<file path="config.mk">
export PLATFORM = sky130hd
export DESIGN_NAME = sum_sq_accum
export DESIGN_NICKNAME = d
export VERILOG_FILES = /design/src/rtl/sum_sq_accum_pkg.sv /design/src/rtl/sum_sq_square.sv /design/src/rtl/sum_sq_accum.sv
export SDC_FILE = /design/constraint.sdc
export NUM_CORES = 1
export LEC_CHECK = 0
export CAP_MARGIN = 20
export CORE_AREA = 2 2 194 196
export DETAILED_ROUTE_END_ITERATION = 12
export DIE_AREA = 0 0 196 198
export HOLD_SLACK_MARGIN = 0.08
export PLACE_DENSITY = 0.64
export SYNTH_ARGS = -nofsm -noshare
export SYNTH_HDL_FRONTEND = slang
export SYNTH_SLANG_ARGS = --single-unit
export TNS_END_PERCENT = 50
</file>
<file path="constraint.sdc">
create_clock -name clock -period 4 [get_ports clock]
set_clock_uncertainty 0.2 [all_clocks]
set_input_delay 0.6 -clock clock [delete_from_list [all_inputs] [get_ports clock]]
set_output_delay 0.6 -clock clock [all_outputs]
set_load 0.02 [all_outputs]
</file>
<file path="src/rtl/sum_sq_accum_pkg.sv">
// Shared constants, types and the saturating-add helper for the sum-of-squares
// accumulator and the square-root stage that consumes its output.
package sum_sq_accum_pkg;

  localparam int unsigned SUMSQ_OUT_W           = 32;
  localparam logic [31:0] SUMSQ_SAT             = 32'hFFFF_FFFF;
  localparam int unsigned SUMSQ_ELEM_W_DEFAULT  = 16;
  localparam int unsigned SUMSQ_MAX_LEN_DEFAULT = 16;

  typedef logic [SUMSQ_OUT_W-1:0] sumsq_word_t;

  typedef struct packed {
    logic        sat;
    sumsq_word_t value;
  } sumsq_add_t;

  // 33-bit add clamped to all-ones; an already-saturated accumulator stays saturated
  function automatic sumsq_add_t sumsq_sat_add(input sumsq_word_t a,
                                               input sumsq_word_t b,
                                               input logic        sat_in);
    logic [SUMSQ_OUT_W:0] wide;
    sumsq_add_t           r;
    wide    = {1'b0, a} + {1'b0, b};
    r.sat   = sat_in | wide[SUMSQ_OUT_W];
    r.value = r.sat ? SUMSQ_SAT : wide[SUMSQ_OUT_W-1:0];
    return r;
  endfunction

endpackage

</file>
<file path="src/rtl/sum_sq_square.sv">
// Registered squarer (first pipeline stage). Kept separate so a DSP-mapped or
// multi-cycle multiplier can be swapped in without touching accumulation.
module sum_sq_square
  import sum_sq_accum_pkg::*;
#(
  parameter int unsigned ELEM_W = SUMSQ_ELEM_W_DEFAULT
) (
  input  logic                     clock,
  input  logic                     reset,
  input  logic signed [ELEM_W-1:0] elem_in,
  input  logic                     elem_valid,
  input  logic                     elem_last,
  output logic [SUMSQ_OUT_W-1:0]   sq_r,
  output logic                     a_valid,
  output logic                     a_last
);

  logic signed [2*ELEM_W-1:0] elem_ext;
  logic signed [2*ELEM_W-1:0] prod;
  logic [SUMSQ_OUT_W-1:0]     sq_ext;

  // Square at full 2*ELEM_W width so the most-negative input cannot overflow
  always_comb begin
    elem_ext                = (2*ELEM_W)'(elem_in);
    prod                    = elem_ext * elem_ext;
    sq_ext                  = '0;
    sq_ext[2*ELEM_W-1:0]    = prod;
  end

  // Capture the square with its valid/last qualifiers; last is masked by valid
  always_ff @(posedge clock or negedge reset) begin
    if (!reset) begin
      sq_r    <= '0;
      a_valid <= 1'b0;
      a_last  <= 1'b0;
    end else begin
      a_valid <= elem_valid;
      a_last  <= elem_valid & elem_last;
      if (elem_valid) sq_r <= sq_ext;
    end
  end

endmodule

</file>
<file path="src/rtl/sum_sq_accum.sv">
// Streaming sum-of-squares accumulator: one signed element per cycle, one
// 32-bit saturating result pulse per vector, closed by elem_last or MAX_LEN.
module sum_sq_accum
  import sum_sq_accum_pkg::*;
#(
  parameter int unsigned ELEM_W  = SUMSQ_ELEM_W_DEFAULT,
  parameter int unsigned MAX_LEN = SUMSQ_MAX_LEN_DEFAULT
) (
  input  logic                     clock,
  input  logic                     reset,
  input  logic signed [ELEM_W-1:0] elem_in,
  input  logic                     elem_valid,
  input  logic                     elem_last,
  output logic [SUMSQ_OUT_W-1:0]   data_out,
  output logic                     data_valid,
  output logic                     sat_flag,
  output logic                     len_err
);

  localparam int unsigned      CNT_W    = (MAX_LEN > 1) ? $clog2(MAX_LEN) : 1;
  localparam logic [CNT_W-1:0] CNT_LAST = CNT_W'(MAX_LEN - 1);

  logic [SUMSQ_OUT_W-1:0] sq_r;
  logic                   a_valid;
  logic                   a_last;
  logic [SUMSQ_OUT_W-1:0] acc;
  logic [CNT_W-1:0]       cnt;
  logic                   sat_q;
  sumsq_add_t             add;
  logic                   close;

  sum_sq_square #(
    .ELEM_W (ELEM_W)
  ) u_square (
    .clock      (clock),
    .reset      (reset),
    .elem_in    (elem_in),
    .elem_valid (elem_valid),
    .elem_last  (elem_last),
    .sq_r       (sq_r),
    .a_valid    (a_valid),
    .a_last     (a_last)
  );

  // Next accumulator value and vector-close decision for the element in stage B
  always_comb begin
    add   = sumsq_sat_add(acc, sq_r, sat_q);
    close = a_last | (cnt == CNT_LAST);
  end

  // Accumulate; on close emit the result and restart from zero in the same edge
  always_ff @(posedge clock or negedge reset) begin
    if (!reset) begin
      acc        <= '0;
      cnt        <= '0;
      sat_q      <= 1'b0;
      data_out   <= '0;
      data_valid <= 1'b0;
      sat_flag   <= 1'b0;
      len_err    <= 1'b0;
    end else begin
      data_out   <= '0;
      data_valid <= 1'b0;
      sat_flag   <= 1'b0;
      len_err    <= 1'b0;
      if (a_valid) begin
        if (close) begin
          data_out   <= add.value;
          data_valid <= 1'b1;
          sat_flag   <= add.sat;
          len_err    <= ~a_last;
          acc        <= '0;
          cnt        <= '0;
          sat_q      <= 1'b0;
        end else begin
          acc   <= add.value;
          cnt   <= cnt + CNT_W'(1);
          sat_q <= add.sat;
        end
      end
    end
  end

endmodule

</file>
---- Word-level counts from Yosys, hierarchy flattened ----
Cells that the tools add are included.
cells by class
  equality and inequality tests ........... 1
  muxes and demuxes ....................... 12
  bitwise operators ....................... 4
  multiply operators ...................... 1
  $add $sub $neg .......................... 2
operators with widths
  cell                   count
  $mux W32               4
  $add A32 B32 Y33       1
  $mul A16 B16 Y32       1
  $mux W1                7
  $add A4 B1 Y4 const B  1
  $eq A4 B4 Y1 const B   1
  $mux W4                1
  $or A1 B1 Y1           2
  $and A1 B1 Y1          1
  $not A1 Y1             1
storage, ports and cells
  word-level logic and storage cells ...... 30
  input port bits ......................... 20
  output and inout port bits .............. 35
  bits in registers ....................... 106

---- Depth between registers and ports, before layout ----
  depth after elaboration ................. 5
  gate-level depth with buffers ........... 25
  depth with buffers taken out ............ 23

---- By module ----
Synthesis repeated with hierarchy kept, for this count alone.
unflattened totals
  cell total of the unflattened synthesis .. 1559
  area, all modules ....................... 14572.7 µm²
by module, submodules not included
  module         cells an instance  area each (µm²)  instances
  sum_sq_square  1095               10239.8          1
  sum_sq_accum   464                4332.9           1

---- Least setup slack after synthesis ----
OpenSTA, ideal clock, no wires.
  kind .................................... input -> register
  from .................................... in elem_in[1]
  to ...................................... reg u_square.sq_r[31]
  stages .................................. 21
  library setup time ...................... 0.126 ns
  setup slack ............................. -2.669 ns
  data required time ...................... 3.674 ns
  data arrival time ....................... 6.343 ns
  cells stage by stage .................... clkbuf_1 > clkbuf_1 > nand2_1 > fa_1 > fa_1 > fa_1 > inv_1 > fa_1 > fa_1 > inv_1 > fa_1 > inv_1 > ha_1 > nand3_2 > nor4b_2 > o31ai_1 > a211o_1 > a2111oi_4 > o211ai_1 > and4_1 > a221o_1
on the way
  cells in the longest elaborated chain, start to end .. 1
RTL lines
  element                 line                 source
  start: declaration      sum_sq_accum.sv:11   input logic signed [ELEM_W-1:0] elem_in,
  $mul A16 B16 Y32        sum_sq_square.sv:25  prod = elem_ext * elem_ext;
  end signal: assignment  sum_sq_square.sv:39  if (elem_valid) sq_r <= sq_ext;
  end: declaration        sum_sq_square.sv:13  output logic [SUMSQ_OUT_W-1:0] sq_r,
No other way between the ends.
A chain may end at the register's enable or synchronous reset.

---- Worst setup path in the final report ----
  from .................................... in elem_in[9]
  to ...................................... reg u_square.sq_r[28]
Same word-level chain as after synthesis.

==> metrics <==
Final Hold Viols=0; share of layout cells above drive strength 1=27.3%; Hold Crit Class=input pin to async pin; area leader, netlist=fa_1; ranking of synthesized cells by area=fa_1, dfrtp_1, ha_1; vias per std cell=4.95; layout net count=2,197; violated checks=setup timing; pin count of the biggest net entering global routing=61; FMAX=161 MHz; Port Buffer Count=54; post-route clock period utilization=155%; global-route wire length before repair=59.2 mm; Reg clk slew, reported paths=0.07 ns; Reg area=2630 sq um; top-count cell post-synth=inv_1; initial antenna violation count=0; max-slew violations=0; Crit. End Element=flop; Synth Register Bits=105; Worst-Skew Late Latency=0.35 ns; effective utilization at floorplan=39.1%; CTS H-tree depth=3; grt ovf=0; worst hold slack=0.135 ns; status=complete, but fails checks; Worst path most repeated cell=fa_1; mapped cell area=14,400 sq um; DRC errors left=0; Mapped Cells=1,527; Main synth FF type=dfrtp_1; Synth top cells by count=inv_1, fa_1, ha_1, nor2_1, nand2_1; drt initial violations=487; max-cap violations=0; Cell Rows=71; clk sinks=105; DR vias=11,400; area delta synth->final=29.7%; crit-path max FO=4; Clock Path Buffers=2; CP Cell Sequence=buf_8, buf_6, and2_4, fa_1, inv_2, fa_2, fa_2, fa_1, inv_2, fa_1, fa_1, ha_4, buf_6, a211oi_2, nor2_1, or4b_4, o211ai_1, nand3b_1, a21oi_2, xnor2_1, mux2_4; Slowest-stage cell, CP=fa_1; DP HPWL=28.0 mm; Worst Setup Start Kind=input pin; Final min period=6.22 ns; worst slew pin tran=0.793 ns; Final WS setup=-2.22 ns; max incr delay on CP=0.60 ns; Detailed Route WL=34.7 mm; Seq/Total Area, Yosys=18.2%; Yosys Warn Count=0; distinct cell type count of the synthesized netlist=68; Ant. Diodes=0; # IOs=55; Setup TNS Final=-45.41 ns; CORE AREA=37,000 sq um; gpl congestion=0.894; drt wl/cell=15.1 um; TritonCTS Buffers=9; DRT Pass-1 Iters=5; die area=38,800 sq um; Die Ht=198 um; unrepaired setup endpoints after global routing=true; worst path required time=4.04 ns; area of the multi-input gates=11,200 sq um; FFs w/ async S/R, synth=100%; Worst Setup Path Type=input pin to flop; Die W=196 um; vias in the first global route=12,600; root buffer cell=clkbuf_16; gr usage total=18.8%; EDFF count, synth=0; Syn Nets=1,904; Rel. slew slack=47.1%; fill count=3,374; syn_area_per_cell=9.46 sq um; CTS tree=done; data arrival time of the worst path=6.26 ns; final setup violating endpoints=26; Yosys top cell area share=32.3%; Routed Antenna Nets=0
-- worst paths after layout --
| path | from | endpoint | slack, ns | cells after the start |
|---|---|---|---|---|
| max | elem_in[9] | u_square.sq_r[28] | -2.22 | 21 |
| min | reset | data_out[6] | 0.14 | 1 |
| max reg2reg | u_square.sq_r[7] | acc[5] | 0.53 | 10 |
| min reg2reg | acc[23] | acc[23] | 0.29 | 1 |
| max in group asynchronous | reset | u_square.sq_r[3] | 2.62 | 2 |
| min in group clock | acc[23] | acc[23] | 0.29 | 1 |
-- flip-flops by register name (all words and copies together) (netlist names) --
| signal | cells |
|---|---|
| sat_flag | 1 |
| u_square.a_valid | 1 |
| sat_q | 1 |
| u_square.sq_r | 31 |
| data_out | 32 |
| u_square.a_last | 1 |
| data_valid | 1 |
| len_err | 1 |
| acc | 32 |
| cnt | 4 |
-- stage by stage --
stage / setup WS, ns / util, % / std cells / instance area [sq um]
after floorplan: -2.05 / - / 1527 / 14900
after global placement: -2.89 / 46.9 / 2224 / 17300
after detailed placement: -2.95 / 46.9 / 2224 / 17300
after CTS: -2.28 / 49.4 / 2280 / 18300
after global routing: -2.44 / 50.7 / 2299 / 18700
final: -2.22 / 50.7 / 2299 / 18700
-- cell type report --
cell class	instances	share of cell area (%)
Inverter	344	6.93
Multi-Input combinational cell	1031	59.5
Clock buffer	11	1.30
Tap cell	474	3.16
Clock inverter	5	0.327
Sequential cell	105	14.0
Timing Repair Buffer	329	14.8
-- kinds of logic after synthesis --
| family | count (synthesis) | share of synthesized area [%] |
|---|---|---|
| DFF | 105 | 18.2 |
| AOI/OAI and AO/OA | 239 | 11.7 |
| buffers and inverters | 391 | 10.3 |
| and+or+nand+nor | 346 | 11.0 |
| muxes | 26 | 2.00 |
| adders and majority gates | 357 | 43.0 |
| xor gates and xnor gates | 63 | 3.82 |
-- layout by cell type (no fill, tap or decap), types with 19 or more instances in the layout --
master             n
inv_1            318
buf_4            243
fa_1             214
nor2_1           114
dfrtp_1          105
ha_1             103
nand2_1           90
a21oi_1           48
xnor2_1           38
clkdlybuf4s50_1   37
and2_1            35
buf_6             35
a21o_1            29
o2bb2ai_1         27
inv_2             25
xor2_1            21
o21ai_0           19
fa_2              19
ha_4              19
-- what timing repair did --
item	CTS	global route
resized for setup	133	107
hold buffers	0	0
endpoints found under the hold margin	0	0
pin swaps	67	75
cloned	1	1
buffers inserted	39	21
endpoints found under the setup margin	27	27
-- metal layers --
metal  wire length (um)  up-vias  track usage, %
met5                  0        -               0
met4                838        0            4.57
met3                804       59            1.94
met2              18700      162            36.5
met1              14300     5741            22.3
li1                   -     5414               -
-- critical path, delay by kind of cell --
kind	cells	cell delay [ns]
and+or+nand+nor	4	0.92
adders and majority gates	7	3.34
xor gates and xnor gates	1	0.08
AOI/OAI and AO/OA	3	0.64
buffers and inverters	5	0.43
muxes	1	0.25
Power is left out: the tool's default activity adds up to more than one toggle a clock period on the data nets, which glitch-free logic cannot reach.
